File: src/rtl/ex_muldiv_ctrl_pkg.sv
// muldiv_pkg: op codes and sequencer states shared by the mul/div block
package muldiv_pkg;
  localparam logic [1:0] OP_MUL  = 2'b00;
  localparam logic [1:0] OP_MULU = 2'b01;
  localparam logic [1:0] OP_DIV  = 2'b10;
  localparam logic [1:0] OP_DIVU = 2'b11;
  typedef enum logic [1:0] {IDLE, CALC, FIX, DONE} state_t;
endpackage

File: src/rtl/ex_muldiv_ctrl_if.sv
// ex_muldiv_ctrl_if: EX-stage request/result bundle for the mul/div sequencer
interface ex_muldiv_ctrl_if #(parameter int WIDTH = 32);
  logic             start;
  logic [1:0]       op;
  logic [WIDTH-1:0] operand_a;
  logic [WIDTH-1:0] operand_b;
  logic             flush;
  logic             stall;
  logic             done;
  logic [WIDTH-1:0] hi;
  logic [WIDTH-1:0] lo;
  logic             div_zero;
  modport master (output start, op, operand_a, operand_b, flush, input stall, done, hi, lo, div_zero);
  modport slave (input start, op, operand_a, operand_b, flush, output stall, done, hi, lo, div_zero);
endinterface

File: src/rtl/ex_muldiv_ctrl_step.sv
// muldiv_step: one shift-add multiply or restoring-divide iteration
module muldiv_step #(parameter int WIDTH = 32) (
  input  logic             op_is_div,
  input  logic [WIDTH-1:0] acc_hi,
  input  logic [WIDTH-1:0] acc_lo,
  input  logic [WIDTH-1:0] operand,
  output logic [WIDTH-1:0] acc_hi_nxt,
  output logic [WIDTH-1:0] acc_lo_nxt
);
  logic [WIDTH:0]   sum;
  logic [WIDTH-1:0] rem_sh;
  logic             ge;
  assign sum = acc_lo[0] ? {1'b0, acc_hi} + {1'b0, operand} : {1'b0, acc_hi};
  // the bit shifted out of the remainder makes it exceed any divisor
  assign rem_sh = {acc_hi[WIDTH-2:0], acc_lo[WIDTH-1]};
  assign ge = acc_hi[WIDTH-1] | (rem_sh >= operand);
  assign acc_hi_nxt = op_is_div ? (ge ? rem_sh - operand : rem_sh) : sum[WIDTH:1];
  assign acc_lo_nxt = op_is_div ? {acc_lo[WIDTH-2:0], ge} : {sum[0], acc_lo[WIDTH-1:1]};
endmodule

File: src/rtl/ex_muldiv_ctrl.sv
// ex_muldiv_ctrl: iterative MUL/MULU/DIV/DIVU sequencer stalling EX until HI/LO are ready
module ex_muldiv_ctrl
  import muldiv_pkg::*;
#(
  parameter int WIDTH = 32,
  parameter int CNT_W = 6
) (
  input logic               clock,
  input logic               reset,
  ex_muldiv_ctrl_if.slave   bus
);
  state_t               state, state_nxt;
  logic [CNT_W-1:0]     cnt;
  logic [1:0]           op_q;
  logic [WIDTH-1:0]     operand, acc_hi, acc_lo, step_hi, step_lo, hi_q, lo_q;
  logic [WIDTH-1:0]     abs_a, abs_b, fix_hi, fix_lo;
  logic [2*WIDTH-1:0]   prod_fix;
  logic                 sign_q, sign_r, div_zero_q;
  logic                 accept, in_div, in_signed, dz_in, is_div;
  assign accept    = (state == IDLE) & bus.start & ~bus.flush;
  assign in_div    = bus.op inside {OP_DIV, OP_DIVU};
  assign in_signed = bus.op inside {OP_MUL, OP_DIV};
  assign dz_in     = in_div & (bus.operand_b == '0);
  assign abs_a     = (in_signed & bus.operand_a[WIDTH-1]) ? -bus.operand_a : bus.operand_a;
  assign abs_b     = (in_signed & bus.operand_b[WIDTH-1]) ? -bus.operand_b : bus.operand_b;
  assign is_div    = op_q inside {OP_DIV, OP_DIVU};
  // sign flags are only ever set for signed ops, so no op check is needed here
  assign prod_fix  = (~is_div & sign_q) ? -{acc_hi, acc_lo} : {acc_hi, acc_lo};
  assign fix_hi    = (is_div & sign_r) ? -acc_hi : prod_fix[2*WIDTH-1:WIDTH];
  assign fix_lo    = (is_div & sign_q) ? -acc_lo : prod_fix[WIDTH-1:0];
  assign bus.stall    = accept | (state == CALC) | (state == FIX);
  assign bus.done     = state == DONE;
  assign bus.hi       = hi_q;
  assign bus.lo       = lo_q;
  assign bus.div_zero = div_zero_q;
  muldiv_step #(.WIDTH(WIDTH)) u_step (
    .op_is_div  (is_div),
    .acc_hi     (acc_hi),
    .acc_lo     (acc_lo),
    .operand    (operand),
    .acc_hi_nxt (step_hi),
    .acc_lo_nxt (step_lo)
  );
  // state register
  always_ff @(posedge clock or negedge reset)
    if (!reset) state <= IDLE;
    else state <= state_nxt;
  // next state: divide-by-zero skips straight to DONE, flush aborts CALC/FIX
  always_comb begin
    state_nxt = state;
    case (state)
      IDLE:    state_nxt = accept ? (dz_in ? DONE : CALC) : IDLE;
      CALC:    state_nxt = bus.flush ? IDLE : (cnt == CNT_W'(WIDTH - 1) ? FIX : CALC);
      FIX:     state_nxt = bus.flush ? IDLE : DONE;
      default: state_nxt = IDLE;
    endcase
  end
  // operand capture, iteration accumulators and result registers
  always_ff @(posedge clock or negedge reset)
    if (!reset) begin
      cnt        <= '0;
      op_q       <= '0;
      operand    <= '0;
      acc_hi     <= '0;
      acc_lo     <= '0;
      sign_q     <= 1'b0;
      sign_r     <= 1'b0;
      hi_q       <= '0;
      lo_q       <= '0;
      div_zero_q <= 1'b0;
    end else begin
      if (accept) begin
        op_q       <= bus.op;
        cnt        <= '0;
        acc_hi     <= '0;
        acc_lo     <= in_div ? abs_a : abs_b;
        operand    <= in_div ? abs_b : abs_a;
        sign_q     <= in_signed & (bus.operand_a[WIDTH-1] ^ bus.operand_b[WIDTH-1]);
        sign_r     <= in_signed & bus.operand_a[WIDTH-1];
        div_zero_q <= dz_in;
        if (dz_in) begin
          hi_q <= bus.operand_a;
          lo_q <= '1;
        end
      end
      if (state == CALC) begin
        acc_hi <= step_hi;
        acc_lo <= step_lo;
        cnt    <= cnt + 1'b1;
      end
      if (state == FIX && !bus.flush) begin
        hi_q <= fix_hi;
        lo_q <= fix_lo;
      end
    end
endmodule
File: src/flat_wrapper.sv
// flat-port wrapper written by rule: the top's interface ports become plain ports
module ex_muldiv_ctrl_flat import muldiv_pkg::*;
#(
  parameter int WIDTH = 32,
  parameter int CNT_W = 6
)
  (clock, reset, bus_start, bus_op, bus_operand_a, bus_operand_b, bus_flush, bus_stall, bus_done, bus_hi, bus_lo, bus_div_zero);
  ex_muldiv_ctrl_if #(.WIDTH(WIDTH)) bus_i ();
  input logic clock;
  input logic reset;
  input wire logic [$bits(bus_i.start)-1:0] bus_start;
  input wire logic [$bits(bus_i.op)-1:0] bus_op;
  input wire logic [$bits(bus_i.operand_a)-1:0] bus_operand_a;
  input wire logic [$bits(bus_i.operand_b)-1:0] bus_operand_b;
  input wire logic [$bits(bus_i.flush)-1:0] bus_flush;
  output wire logic [$bits(bus_i.stall)-1:0] bus_stall;
  output wire logic [$bits(bus_i.done)-1:0] bus_done;
  output wire logic [$bits(bus_i.hi)-1:0] bus_hi;
  output wire logic [$bits(bus_i.lo)-1:0] bus_lo;
  output wire logic [$bits(bus_i.div_zero)-1:0] bus_div_zero;
  assign bus_i.start = bus_start;
  assign bus_i.op = bus_op;
  assign bus_i.operand_a = bus_operand_a;
  assign bus_i.operand_b = bus_operand_b;
  assign bus_i.flush = bus_flush;
  assign bus_stall = bus_i.stall;
  assign bus_done = bus_i.done;
  assign bus_hi = bus_i.hi;
  assign bus_lo = bus_i.lo;
  assign bus_div_zero = bus_i.div_zero;
  ex_muldiv_ctrl #(.WIDTH(WIDTH), .CNT_W(CNT_W)) u_core (.clock(clock), .reset(reset), .bus(bus_i));
endmodule
File: config.mk
export PLATFORM = sky130hd
export DESIGN_NAME = ex_muldiv_ctrl_flat
export DESIGN_NICKNAME = d
export VERILOG_FILES = /design/src/rtl/ex_muldiv_ctrl_pkg.sv /design/src/rtl/ex_muldiv_ctrl_if.sv /design/src/rtl/ex_muldiv_ctrl_step.sv /design/src/rtl/ex_muldiv_ctrl.sv /design/src/flat_wrapper.sv
export SDC_FILE = /design/constraint.sdc
export NUM_CORES = 1
export LEC_CHECK = 0
export CORE_ASPECT_RATIO = 0.8
export CORE_MARGIN = 2
export CORE_UTILIZATION = 30
export DETAILED_ROUTE_END_ITERATION = 8
export PLACE_DENSITY = 0.45
export SLEW_MARGIN = 20
export SYNTH_ARGS = -nofsm -noshare
export SYNTH_HDL_FRONTEND = slang
export SYNTH_SLANG_ARGS = --single-unit
File: constraint.sdc
create_clock -name clock -period 11.5 [get_ports clock]
set_input_delay 2.3 -clock clock [delete_from_list [all_inputs] [get_ports clock]]
set_output_delay 2.3 -clock clock [all_outputs]
set_load 0.1 [all_outputs]
==> impl_summary.txt, run 1 <==
----------------------------------------------------
[Outcome]
  Run status ... finished, final reports clean

[GRT]
  Number of global-route vias before repair ... approximately 14k
  Largest net degree at the start of global routing ... ~110
  Initial antenna violation count ... 0
  First-pass GRT wire length ... between 80000 and 90000 um
  Residual overflow from global routing ... 0
  Global-route usage over all layers ... about 22%

[Clock network]
  Number of gates resized after CTS ... 0
  Insertion delay of the later-clocked pin in the worst-skew pair ... around 0.46 ns
  Clock root buffer master ... sky130_fd_sc_hd__clkbuf_16
  Number of hold buffers added after cts ... 0
  Clock Sinks ... around 170
  Number of H-tree branching levels ... 4
  Clock tree from TritonCTS ... done
  Setup fix buffers added after clock tree synthesis ... 0
  Maximum number of buffers from clock root to sink ... 2
  Clock transition at the register clock pins on the worst setup and hold paths after CTS ... ~0.080 ns
  CTS buffer count ... 17

[Setup path]
  Setup crit start kind ... input pin
  Capturing element type of the critical path ... output port
  Critical path data required time ... ~9.2 ns
  CP max-delay cell ... sky130_fd_sc_hd__clkdlybuf4s50_1
  Kind of cell adding the most delay to the critical path ... buffers and inverters
  Number of buffer and inverter instances along the worst setup path ... 2
  CP Max Fanout ... 4
  Worst Path Class, Setup ... input pin to output port
  Critical Path, Cell by Cell ... clkdlybuf4s50_1 > nor2_1 > nand3b_1 > o21ai_0 > clkdlybuf4s50_1
  Stage delay of the slowest cell on the critical path ... around 1.2 ns
  Worst path most repeated cell ... sky130_fd_sc_hd__clkdlybuf4s50_1
  Crit path arrival time ... ~4.4 ns

[Cells and area]
  Area growth, synth to finish ... 17.3%
  Finished Cell Area ... ~17000 sq um
  Layout cell share with drive strength beyond 1 ... ~4.3%
  Highest-count cells in the layout ignoring fill and taps ... sky130_fd_sc_hd__o21ai_0 (210), sky130_fd_sc_hd__nand2_1 (197), sky130_fd_sc_hd__a21oi_1 (171), sky130_fd_sc_hd__dfrtp_1 (171), sky130_fd_sc_hd__nor2_1 (168)
  Most common library cell in the layout ignoring fill and taps ... sky130_fd_sc_hd__o21ai_0
  Final net count ... around 2.1k
  Final antenna diode count ... 0

[STA]
  Highest Clock Rate ... approximately 150 MHz
  Final total negative setup slack ... 0 ns
  Unrepaired setup endpoints after global routing ... false
  Clock period minus worst slack ... roughly 6.7 ns
  Total count of hold-check failures in the final report ... 0
  Max-slew violation total from the final report ... 0
  Normalized max-slew margin ... 21.3%
  Clock Skew ... around 0.015 ns
  Setup WS post-layout ... between 4 and 5 ns
  Final setup violating endpoints ... 0
  Final worst path period share ... approximately 58%
  Worst-case hold slack ... approximately 0.49 ns
  Least-Margin Pin Slew ... approximately 1.2 ns

[Power]
  PwrDens ... 237 nW/um^2
  Worst voltage drop across the vdd grid ... around 0.11 mV
  LEAKAGE ... roughly 7.0 nW

[Drt]
  Initial detailed-routing violation count ... ~1.2k
  Wire length per cell after detailed routing ... about 22 um
  Antenna Violating Nets Remaining ... 0
  Vias per Instance ... 5.59
  Total via count after detailed routing ... around 14k
  WL final ... 55600 um
  Detailed-routing iteration count for the pre-antenna-repair pass ... 6
  Number of remaining DRC errors ... 0

[Floorplan]
  Area of the core region ... just under 50000 sq um
  Initial core utilization ... a little under a third
  Count of standard-cell rows ... between 70 and 80
  Num ports ... between 100 and 150
  Floorplan die area ... 50600 sq um
  Chip width ... around 250 um
  Die height ... between 200 and 250 um

[Yosys]
  Cells after synthesis ... around 1.9k
  Yosys warning count ... 0
  Post-synthesis instance area ... 14600 sq um
  Most frequently used flop master after synthesis ... sky130_fd_sc_hd__dfrtp_1
  Yosys cell types ... a little under 70
  Sequential-to-total area share from yosys stat ... roughly 30%
  Net count of the mapped netlist ... 2016
  FF+latch count, synth ... 172
  Number of flops mapped to enable cells by yosys ... 0
  Mean post-synth cell area ... 7.81 sq um
  Ys async rst share ... 100%

[Placed design]
  Placement Cell Area ... roughly 16000 sq um
  Placer Congestion ... about 0.94
  Worst slack after detailed placement ... approximately 4.8 ns
  Detail Placement HPWL ... approximately 42000 um
  Count of port buffers added during placement ... about 140

[Job]
  Max capacitance violation total ... 0

[Min path]
  Kind of path behind the tightest hold check ... flop to flop

----------------------------------------------------
## worst paths after layout
| kind | startpoint | endpoint | slack [ns] | depth (start not counted) |
|---|---|---|---|---|
| setup / recovery | bus_flush | bus_stall | 4.79 | 5 |
| setup reg to reg | u_core.acc_lo[31] | u_core.acc_hi[12] | 7.16 | 14 |
| min in group asynchronous | reset | u_core.cnt[2] | 1.93 | 1 |
| max in group asynchronous | reset | u_core.op_q[1] | 7.71 | 3 |
| hold / removal | u_core.cnt[5] | u_core.cnt[5] | 0.49 | 1 |
| hold reg to reg | u_core.cnt[5] | u_core.cnt[5] | 0.49 | 1 |
## worst reg2reg max path, stage by stage, from the launching register on
cell and delay, ns:
sky130_fd_sc_hd__dfrtp_1 0.53, sky130_fd_sc_hd__inv_1 0.18, sky130_fd_sc_hd__ha_1 0.28, sky130_fd_sc_hd__fa_1 0.39, sky130_fd_sc_hd__nand2b_1 0.22, sky130_fd_sc_hd__a211oi_1 0.31, sky130_fd_sc_hd__o21ai_0 0.31, sky130_fd_sc_hd__o31ai_1 0.44
sky130_fd_sc_hd__o21ai_0 0.17, sky130_fd_sc_hd__buf_4 0.19, sky130_fd_sc_hd__nand2_1 0.09, sky130_fd_sc_hd__buf_4 0.50, sky130_fd_sc_hd__mux2i_1 0.31, sky130_fd_sc_hd__a22oi_1 0.11, sky130_fd_sc_hd__a22o_1 0.20
## per-stage QoR
stage,power (W),cells,util (%)
after floorplan,0.00270,1875,-
after global placement,0.00335,2539,34.2
after detailed placement,0.00335,2539,34.2
after CTS,0.00407,2570,35.6
after global routing,0.00439,2570,35.6
final,0.00407,2570,35.6
## metal layers
metal  GRT usage (%)  share of wire, %  vias up
li1                -                 -     6916
met5           0.857              0.10        -
met4            4.34               1.3        2
met3            4.45               5.8       43
met2            32.2                42      383
met1            32.6                50     7026
## cells in the mapped netlist, drive strengths merged, types with 5 or more instances
cell type | number | area [sq um]
a211oi | 62 | 465
a21o | 33 | 248
a21oi | 173 | 873
a22o | 7 | 61.3
a22oi | 17 | 128
a31oi | 36 | 225
and2 | 7 | 43.8
and3 | 5 | 31.3
and4 | 6 | 52.6
buf | 18 | 86.3
clkbuf | 106 | 398
dfrtp | 172 | 4300
ha | 69 | 863
inv | 52 | 195
mux2 | 7 | 78.8
mux2i | 54 | 541
nand2 | 198 | 743
nand2b | 17 | 106
nand3 | 34 | 170
nand4 | 12 | 75.1
nor2 | 168 | 631
nor2b | 18 | 113
nor3 | 42 | 210
nor4 | 12 | 75.1
o211ai | 31 | 233
o21a | 8 | 60.1
o21ai | 211 | 1060
o21bai | 5 | 37.5
o22ai | 6 | 43.8
o31ai | 26 | 195
o41ai | 17 | 168
or2 | 5 | 31.3
or3 | 14 | 87.6
or4 | 17 | 139
xnor2 | 73 | 639
xor2 | 100 | 876
## layout make-up
class / instances / area [sq um]
clock buffer: 20 / 457
sequential: 172 / 4310
inverter: 53 / 199
fill: 5049 / 31100
multi-input combinational: 1526 / 9670
clock inverter: 11 / 215
timing repair buffer: 159 / 1530
tap: 629 / 787
## where the power goes
part           total, W  switching (W)  internal (W)
logic           0.00234        0.00142      0.000918
registers       0.00103       0.000297      0.000735
clock network  0.000695       0.000277      0.000418
## flip-flops by register name, indices dropped and copies added, names as in the netlist
| signal | cells |
|---|---|
| u_core.bus.lo | 32 |
| u_core.acc_hi | 32 |
| u_core.acc_lo | 32 |
| u_core.cnt | 6 |
| u_core.sign_r | 1 |
| u_core.operand | 32 |
| u_core.bus.hi | 32 |
| u_core.op_q | 1 |
| u_core.bus.div_zero | 1 |
| u_core.state | 2 |
| u_core.sign_q | 1 |
## kinds of logic (layout without fill, tap and decap cells)
group | Yosys count | in the layout | share of synthesized area (%)
buffers and inverters | 177 | 243 | 4.67
AO/OA/AOI/OAI | 659 | 659 | 27.6
adder cells (fa/ha/maj) | 71 | 71 | 6.17
multiplexers | 61 | 61 | 4.23
AND/OR/NAND/NOR | 562 | 562 | 17.6
XOR/XNOR | 173 | 173 | 10.4
flip-flops | 172 | 172 | 29.4
No activity file was read; power rests on OpenSTA's default activity.
==> run 2, diff against run 1 <==
==> constraint.sdc (replaced) <==
create_clock -name clock -period 6.2 [get_ports clock]
set_input_delay 1.24 -clock clock [delete_from_list [all_inputs] [get_ports clock]]
set_output_delay 1.24 -clock clock [all_outputs]
set_load 0.1 [all_outputs]
==> run 2 against run 1 <==
Against the previous run: final cell count is essentially flat; core utilization shrank 0.11 points; highest routed layer is now met4; clock skew grew 0.0010 ns; flip-flop and latch count is the same; largest power group unchanged.
==> impl_summary.txt, run 2 (synthesized netlist as in run 1, its figures left out) <==
----------------------------------------------------
[GRT]
  Number of global-route vias before repair ... 13.4k (-2.6%)
  Initial antenna violation count ... 0 (unchanged)
  Global-route usage over all layers ... 21.7% (-0.059 points)
  Largest net degree at the start of global routing ... 110 (+3.8%)
  First-pass GRT wire length ... 84600 um (-0.21%)
  Residual overflow from global routing ... 0 (unchanged)

[Drt]
  Number of remaining DRC errors ... 0 (unchanged)
  Antenna Violating Nets Remaining ... 0 (unchanged)
  Wire length per cell after detailed routing ... 21.6 um (about the same)
  Detailed-routing iteration count for the pre-antenna-repair pass ... 5 (-1)
  Initial detailed-routing violation count ... 1191 (+0.51%)
  Total via count after detailed routing ... 14.4k (+0.29%)
  Vias per Instance ... 5.60 (+0.21%)
  WL final ... 55700 um (about the same)

[Clock network]
  Clock tree from TritonCTS ... done
  Clock root buffer master ... sky130_fd_sc_hd__clkbuf_16
  Setup fix buffers added after clock tree synthesis ... 0 (unchanged)
  Clock Sinks ... 172 (unchanged)
  Number of hold buffers added after cts ... 0 (unchanged)
  CTS buffer count ... 17 (unchanged)
  Maximum number of buffers from clock root to sink ... 2 (unchanged)
  Insertion delay of the later-clocked pin in the worst-skew pair ... 0.46 ns (about the same)
  Number of H-tree branching levels ... 4 (unchanged)
  Number of gates resized after CTS ... 0 (unchanged)
  Clock transition at the register clock pins on the worst setup and hold paths after CTS ... 0.07 ns (about the same)

[STA]
  Least-Margin Pin Slew ... 1.03 ns (-0.146 ns)
  Max-slew violation total from the final report ... 0 (unchanged)
  Unrepaired setup endpoints after global routing ... false
  Normalized max-slew margin ... 31.1% (+9.8 points)
  Final setup violating endpoints ... 0 (unchanged)
  Clock period minus worst slack ... 4.80 ns
  Worst-case hold slack ... 0.487 ns (+0.000825 ns)
  Clock Skew ... 0.0161 ns (+0.00104 ns)
  Total count of hold-check failures in the final report ... 0 (unchanged)
  Final total negative setup slack ... 0 ns (unchanged)
  Highest Clock Rate ... about 210 MHz
  Final worst path period share ... about 77%

[Cells and area]
  Area of the multi-input gates ... 9670 sq um (unchanged)
  Highest-count cells in the layout ignoring fill and taps ... sky130_fd_sc_hd__o21ai_0 (210), sky130_fd_sc_hd__nand2_1 (197), sky130_fd_sc_hd__a21oi_1 (171), sky130_fd_sc_hd__dfrtp_1 (171), sky130_fd_sc_hd__nor2_1 (168)
  Fill cell count ... 5081 (+0.63%)
  Most common library cell in the layout ignoring fill and taps ... sky130_fd_sc_hd__o21ai_0
  Area growth, synth to finish ... 17.0%
  Final net count ... 2072 (+0.097%)
  Layout cell share with drive strength beyond 1 ... 4.27% (about the same)
  Sequential cell area ... 4310 sq um (unchanged)
  Finished Cell Area ... 17100 sq um (-0.30%)

[Setup path]
  CP Max Fanout ... 62 (+58)
  Worst path most repeated cell ... sky130_fd_sc_hd__or4_1
  Capturing element type of the critical path ... flop
  Crit path arrival time ... 5.15 ns (+0.74 ns)
  Setup crit start kind ... input pin
  Worst Path Class, Setup ... input pin to flop
  Setup slack on the worst flop-to-flop path ... 1.77 ns (-5.39 ns)
  Critical Path, Cell by Cell ... clkdlybuf4s50_1 > or4_1 > or4_1 > nor4_1 > nand2_1 > nor3_1 > and4_2 > buf_4 > a22oi_1 > o21ai_0
  Stage delay of the slowest cell on the critical path ... 0.59 ns (-0.56 ns)
  Critical path data required time ... 6.54 ns (-2.66 ns)
  Number of buffer and inverter instances along the worst setup path ... 2 (unchanged)
  Kind of cell adding the most delay to the critical path ... simple AND/OR/NAND/NOR gates
  CP max-delay cell ... sky130_fd_sc_hd__or4_1

[Job]
  Max capacitance violation total ... 0 (unchanged)

[Floorplan]
  Chip width ... 251 um (unchanged)
  Num ports ... 137 (unchanged)
  Count of standard-cell rows ... 72 (unchanged)
  Initial core utilization ... 30.3% (unchanged)
  Floorplan die area ... 50600 sq um (unchanged)
  Area of the core region ... 48300 sq um (unchanged)
  Die height ... 202 um (unchanged)

[Placed design]
  Placer Congestion ... 0.897 (-4.7%)
  Count of port buffers added during placement ... 136 (unchanged)
  Placement Cell Area ... 16500 sq um (about the same)
  Detail Placement HPWL ... 42100 um (+0.75%)

[Power]
  LEAKAGE ... 6.98 nW (-0.50%)
  Worst voltage drop across the vdd grid ... 0.248 mV (+120%)
  Total Power Consumption ... 0.00745 W (+83%)
  PwrDens ... 435 nW/um^2 (+84%)

[Min path]
  Kind of path behind the tightest hold check ... flop to flop

[Outcome]
  Run status ... finished, final reports clean

----------------------------------------------------
==> run 2: changes by cell type in the layout (fill, tap and decap cells not counted), sizes merged <==
cell / delta
clkbuf: -2
buf: +2
clkinvlp: +3
clkinv: +1
bufinv: -2
inv: -1
diode: +1
==> run 2: power breakdown <==
group | internal (W) | total, W | switching [W]
clock | 0.000669 | 0.00118 | 0.000513
combinational | 0.00171 | 0.00436 | 0.00265
sequential | 0.00136 | 0.00191 | 0.000551
==> run 2: layer usage <==
metal  up-vias  track usage [%]  routed length, um
met5         -                0                  0
met4         0             3.66                539
met3        32             4.42               3570
met2       412             31.1              23100
met1      7050             33.7              28400
li1       6918                -                  -
==> run 2: final cells by class <==
type	instances	area share (%)
Sequential cell	172	25.2
Antenna cell	1	0.0146
Clock buffer	18	2.51
Inverter	53	1.16
Timing Repair Buffer	161	9.04
Tap cell	629	4.60
Multi-Input combinational cell	1526	56.5
Clock inverter	12	1.02
==> run 2: final timing paths <==
path | start | to | cells after the start
setup / recovery | bus_operand_b[12] | u_core.bus.hi[15] | 10
hold / removal | u_core.cnt[5] | u_core.cnt[5] | 1
setup reg to reg | u_core.acc_lo[31] | u_core.acc_hi[0] | 15
hold reg to reg | u_core.cnt[5] | u_core.cnt[5] | 1
max in group asynchronous | reset | u_core.op_q[1] | 2
min in group asynchronous | reset | u_core.acc_hi[31] | 1
==> run 2: stage by stage <==
step                utilization, %  std cells  worst slack (ns)
detailed placement            34.2       2541             0.923
CTS                           35.4       2571              1.39
floorplan                        -       1875              1.66
global placement              34.2       2541             0.940
finish                        35.5       2572              1.40
global route                  35.4       2571              1.12
==> patch 1: new RTL, config.mk and constraints of run 1 <==
Make the reset (`reset`) synchronous in 2 clocked blocks.
--- a/src/rtl/ex_muldiv_ctrl.sv
+++ b/src/rtl/ex_muldiv_ctrl.sv
@@ -42,7 +42,7 @@
     .acc_lo_nxt (step_lo)
   );
   // state register
-  always_ff @(posedge clock or negedge reset)
+  always_ff @(posedge clock)
     if (!reset) state <= IDLE;
     else state <= state_nxt;
   // next state: divide-by-zero skips straight to DONE, flush aborts CALC/FIX
@@ -56,7 +56,7 @@
     endcase
   end
   // operand capture, iteration accumulators and result registers
-  always_ff @(posedge clock or negedge reset)
+  always_ff @(posedge clock)
     if (!reset) begin
       cnt        <= '0;
       op_q       <= '0;
Function: differs if reset is asserted again (counterexample within 4 cycles, from zero or initial values and one cycle with reset low); with reset held inactive, the same outputs for 10 cycles.
==> patch 1 against run 1 <==
  * Synthesized area is 4.1% higher
  * Setup slack got worse by 0.45 ns
  * Wire length up 21%
  * Design area is 2.8% higher
  * Maximum frequency is 6.3% lower
  * Sequential cell count unchanged
  * Count of clock-buffer cells in the layout did not move
  * Register-to-register slack lost 0.75 ns
  * Critical path type unchanged
Power is not compared: it rests on default switching activity, and its combinational part moved more than twofold at a synthesized area within 25%.
==> patch 1: results (changes against run 1) <==
metric	value	unit	change
top post-synthesis cells by area	dfxtp_1 (23%), a21oi_1 (6.0%), ha_1 (5.7%)		was dfrtp_1 (29%), o21ai_0 (7.2%), xor2_1 (6.0%)
maximum level of the CTS H-tree	4		unchanged
initial drt markers	1946		was 1185
vias in the first global route	15019		was 13765
sequential element share of the synthesized area	22.6	%	was 29.4%
initial antenna violation count	0		unchanged
area post-placement	17100	µm²	was 16500 µm²
largest net degree at the start of global routing	88		was 106
final setup TNS	0	ns	unchanged
Worst Hold Class	reg2reg		unchanged
worst skew pair latency	0.48	ns	was 0.46 ns
most frequent cell after synthesis	nand2_1		was o21ai_0
r2r startpoint	u_core.acc_lo[31]		unchanged
Worst-Margin Slew	1.19	ns	was 1.18 ns
Syn Area/Cell	7.38	µm²	was 7.81 µm²
hpwl dp	51100	µm	was 41800 µm
routed wire length	67400	µm	was 55600 µm
asr flop ratio synth	0	%	was 100%
synth cell count leaders	nand2_1 (203), a21oi_1 (184), nor2_1 (180)		was o21ai_0 (210), nand2_1 (198), dfrtp_1 (172)
postcts setup bufs	0		unchanged
Synth Flop Type	dfxtp_1		was dfrtp_1
DRT Pass-1 Iters	5		was 6
Synth Warn #	0		unchanged
first-pass GRT wire length	99100	µm	was 84800 µm
VDD IR-drop max	0.0982	mV	
crit path DAT	4.86	ns	was 4.41 ns
static leakage	6.50	nW	
Wirelength per Cell	24.2	µm	was 21.6 µm
Clock Path Buffers	2		unchanged
Placed Cells incl. Taps	2751		was 2539
outcome	finished, final reports clean		unchanged
post-cts resize count	0		unchanged
post-synth net total	2205		was 2016
antenna cells	0		unchanged
clk root buf	clkbuf_16		unchanged
CP Max Fanout	63		was 4
Cell Int Power	0.00114	W	
layout cell share with drive strength beyond 1	5.98	%	was 4.28%
worst hold start	u_core.bus.div_zero		was u_core.cnt[5]
PortBufs	136		unchanged
Vias/cell	5.95		was 5.59
Placer Congestion	0.907		was 0.942
CTS buffer count	17		unchanged
Netlist cell types	83		was 68
Clock Skew	0.0149	ns	was 0.0151 ns
internal reg-to-reg setup slack	6.41	ns	was 7.16 ns
CP startpoint	bus_flush		unchanged
clock-pin slew on the worst setup and hold paths	0.07	ns	
Overall Global Routing Usage	24.9	%	was 21.8%
patch 1: metrics by stage:
stage | hold WS, ns | setup slack (ns)
CTS | 0.469 | 4.33
global placement | 0.451 | 4.33
floorplan | 0.444 | 5.14
finish | 0.464 | 4.34
detailed placement | 0.455 | 4.34
global route | 0.497 | 4.25
patch 1: final timing paths:
| check | depth (start not counted) | to |
|---|---|---|
| max | 6 | bus_stall |
| min | 2 | u_core.bus.div_zero |
| max reg2reg | 11 | u_core.acc_hi[29] |
| min reg2reg | 2 | u_core.bus.div_zero |
patch 1: per-layer routing:
metal	wire length [µm]	part of all wire (%)	track usage (%)
met1	34700	51	39.2
met2	26900	40	35.0
met3	5140	7.6	4.43
met4	680	1.0	3.80
met5	0	0	0
patch 1: power by group through the flow:
stage,logic [W],registers [W],clock network (W)
6_report,0.000639,0.000660,0.000604
3_3_place_gp,0.000621,0.000673,0
2_1_floorplan,0.000389,0.000677,0
5_1_grt,0.000684,0.000663,0.000636
3_5_place_dp,0.000622,0.000673,0
4_1_cts,0.000626,0.000659,0.000613
patch 1: worst max-delay path, stage by stage:
cell and delay (ns):
clkdlybuf4s50_1 0.59, nor2_1 0.10, nand3b_1 0.09, buf_4 0.58, nand3_1 0.17, clkdlybuf4s50_1 1.02
patch 1: kinds of logic (layout without fill, tap and decap cells):
group                      after synthesis  after routing  synth area share (%)
AOI/OAI and AO/OA                      700            700                  30.9
xor gates and xnor gates               146            146                  8.40
adders and majority gates               71             71                  5.93
buffers and inverters                  227            271                  5.98
DFF                                    172            172                  22.6
muxes                                   63             63                  4.31
and+or+nand+nor                        685            685                  21.9
patch 1: area by class of cell:
cell class	instances	area (µm²)
fill	5391	32200
multi-input combinational	1665	10900
sequential	172	3450
timing repair buffer	170	1610
tap	675	845
clock buffer	20	457
inverter	69	260
clock inverter	12	116
==> patch 2: new RTL, config.mk and constraints of run 1 <==
Without the edit above. `CNT_W` is set to 6 in 2 places; all go to 12.
--- a/src/rtl/ex_muldiv_ctrl.sv
+++ b/src/rtl/ex_muldiv_ctrl.sv
@@ -3,7 +3,7 @@
   import muldiv_pkg::*;
 #(
   parameter int WIDTH = 32,
-  parameter int CNT_W = 6
+  parameter int CNT_W = 12
 ) (
   input logic               clock,
   input logic               reset,
--- a/src/flat_wrapper.sv
+++ b/src/flat_wrapper.sv
@@ -2,7 +2,7 @@
 module ex_muldiv_ctrl_flat import muldiv_pkg::*;
 #(
   parameter int WIDTH = 32,
-  parameter int CNT_W = 6
+  parameter int CNT_W = 12
 )
   (clock, reset, bus_start, bus_op, bus_operand_a, bus_operand_b, bus_flush, bus_stall, bus_done, bus_hi, bus_lo, bus_div_zero);
   ex_muldiv_ctrl_if #(.WIDTH(WIDTH)) bus_i ();
Formal check against the unedited RTL: no difference found for any inputs over 10 cycles, from zero or initial values and one cycle with reset low; that may be too few to reach the edited logic, so the function may still have changed.
==> patch 2 against run 1 <==
  * Setup slack got worse by 0.42 ns
  * Non-clock buffer count up 5
  * First-iteration DRC count up 55%
  * Sequential cell count is 6 higher
  * Power is 7.5% higher
  * Wire length is 18% higher
  * Synthesized cell count rose by 5.1%
  * Global-route usage grew 2.3 points
  * Synthesized area grew 5.5%
  * Design area rose by 4.6%
  * Critical path type unchanged
  * Critical endpoint unchanged
  * Highest routed layer is now met4
==> patch 2: results (changes against run 1) <==
metric	value	unit	change
Metal-1 WL	33300	µm	was 28000 µm
largest net degree at the start of global routing	91		was 106
r2r startpoint	u_core.acc_hi[8]		was u_core.acc_lo[31]
RR Endpoint	u_core.acc_hi[30]		was u_core.acc_hi[12]
synth cell count leaders	o21ai_0 (218), nand2_1 (196), dfrtp_1 (178)		was o21ai_0 (210), nand2_1 (198), dfrtp_1 (172)
reg2reg path depth	10		was 14
initial antenna violation count	4		was 0
routed length on met3	5750	µm	was 3220 µm
met1 Resource Use GR	38.5	%	was 32.6%
fill count	5371		was 5049
Placer Congestion	0.968		was 0.942
static leakage	7.31	nW	was 7.02 nW
Wirelength per Cell	24.1	µm	was 21.6 µm
outcome	finished, final reports clean		unchanged
hpwl dp	50200	µm	was 41800 µm
first-pass GRT wire length	96400	µm	was 84800 µm
vias in the first global route	14437		was 13765
clock-pin slew on the worst setup and hold paths	0.06	ns	was 0.08 ns
post-synth net total	2111		was 2016
internal reg-to-reg setup slack	7.38	ns	was 7.16 ns
top post-synthesis cells by area	dfrtp_1 (29%), o21ai_0 (7.1%), ha_1 (5.6%)		was dfrtp_1 (29%), o21ai_0 (7.2%), xor2_1 (6.0%)
DR vias	15798		was 14370
initial drt markers	1832		was 1185
VDD IR-drop max	0.118	mV	was 0.115 mV
worst setup margin	4.37	ns	was 4.79 ns
met3 Usage GRT	4.79	%	was 4.45%
final-stage net count	2161		was 2070
Netlist cell types	84		was 68
Clock Skew	0.0234	ns	was 0.0151 ns
routed wire length	65500	µm	was 55600 µm
WL met2	25500	µm	was 23600 µm
area post-placement	17400	µm²	was 16500 µm²
Placed Cells incl. Taps	2685		was 2539
WHS Endpoint	u_core.cnt[3]		was u_core.cnt[5]
P per Cell Area	243	nW/µm²	was 237 nW/µm²
CP Max Fanout	28		was 4
-- patch 2: cell count changes after synthesis, moves of 11 or more --
cell | before | now
nand3_1 | 34 | 45
xor2_1 | 100 | 89
nand4_1 | 12 | 23
a31oi_1 | 36 | 24
nor2_1 | 168 | 150
nor3_1 | 42 | 54
-- patch 2: cell type report --
| cell class | count | area, µm² | share of cell area (%) |
|---|---|---|---|
| multi-input combinational | 1599 | 10300 | 57.2 |
| sequential | 178 | 4460 | 24.8 |
| timing repair buffer | 164 | 1570 | 8.74 |
| tap | 684 | 856 | 4.76 |
| clock buffer | 18 | 439 | 2.44 |
| inverter | 60 | 225 | 1.25 |
| clock inverter | 14 | 135 | 0.752 |
-- patch 2: kinds of logic after synthesis --
logic type	Yosys count	share of synthesized area (%)
AO/OA/AOI/OAI	690	27.7
XOR/XNOR	167	9.48
adder cells (fa/ha/maj)	71	5.85
buffers and inverters	193	4.80
flip-flops	178	28.9
multiplexers	65	4.33
AND/OR/NAND/NOR	606	19.0
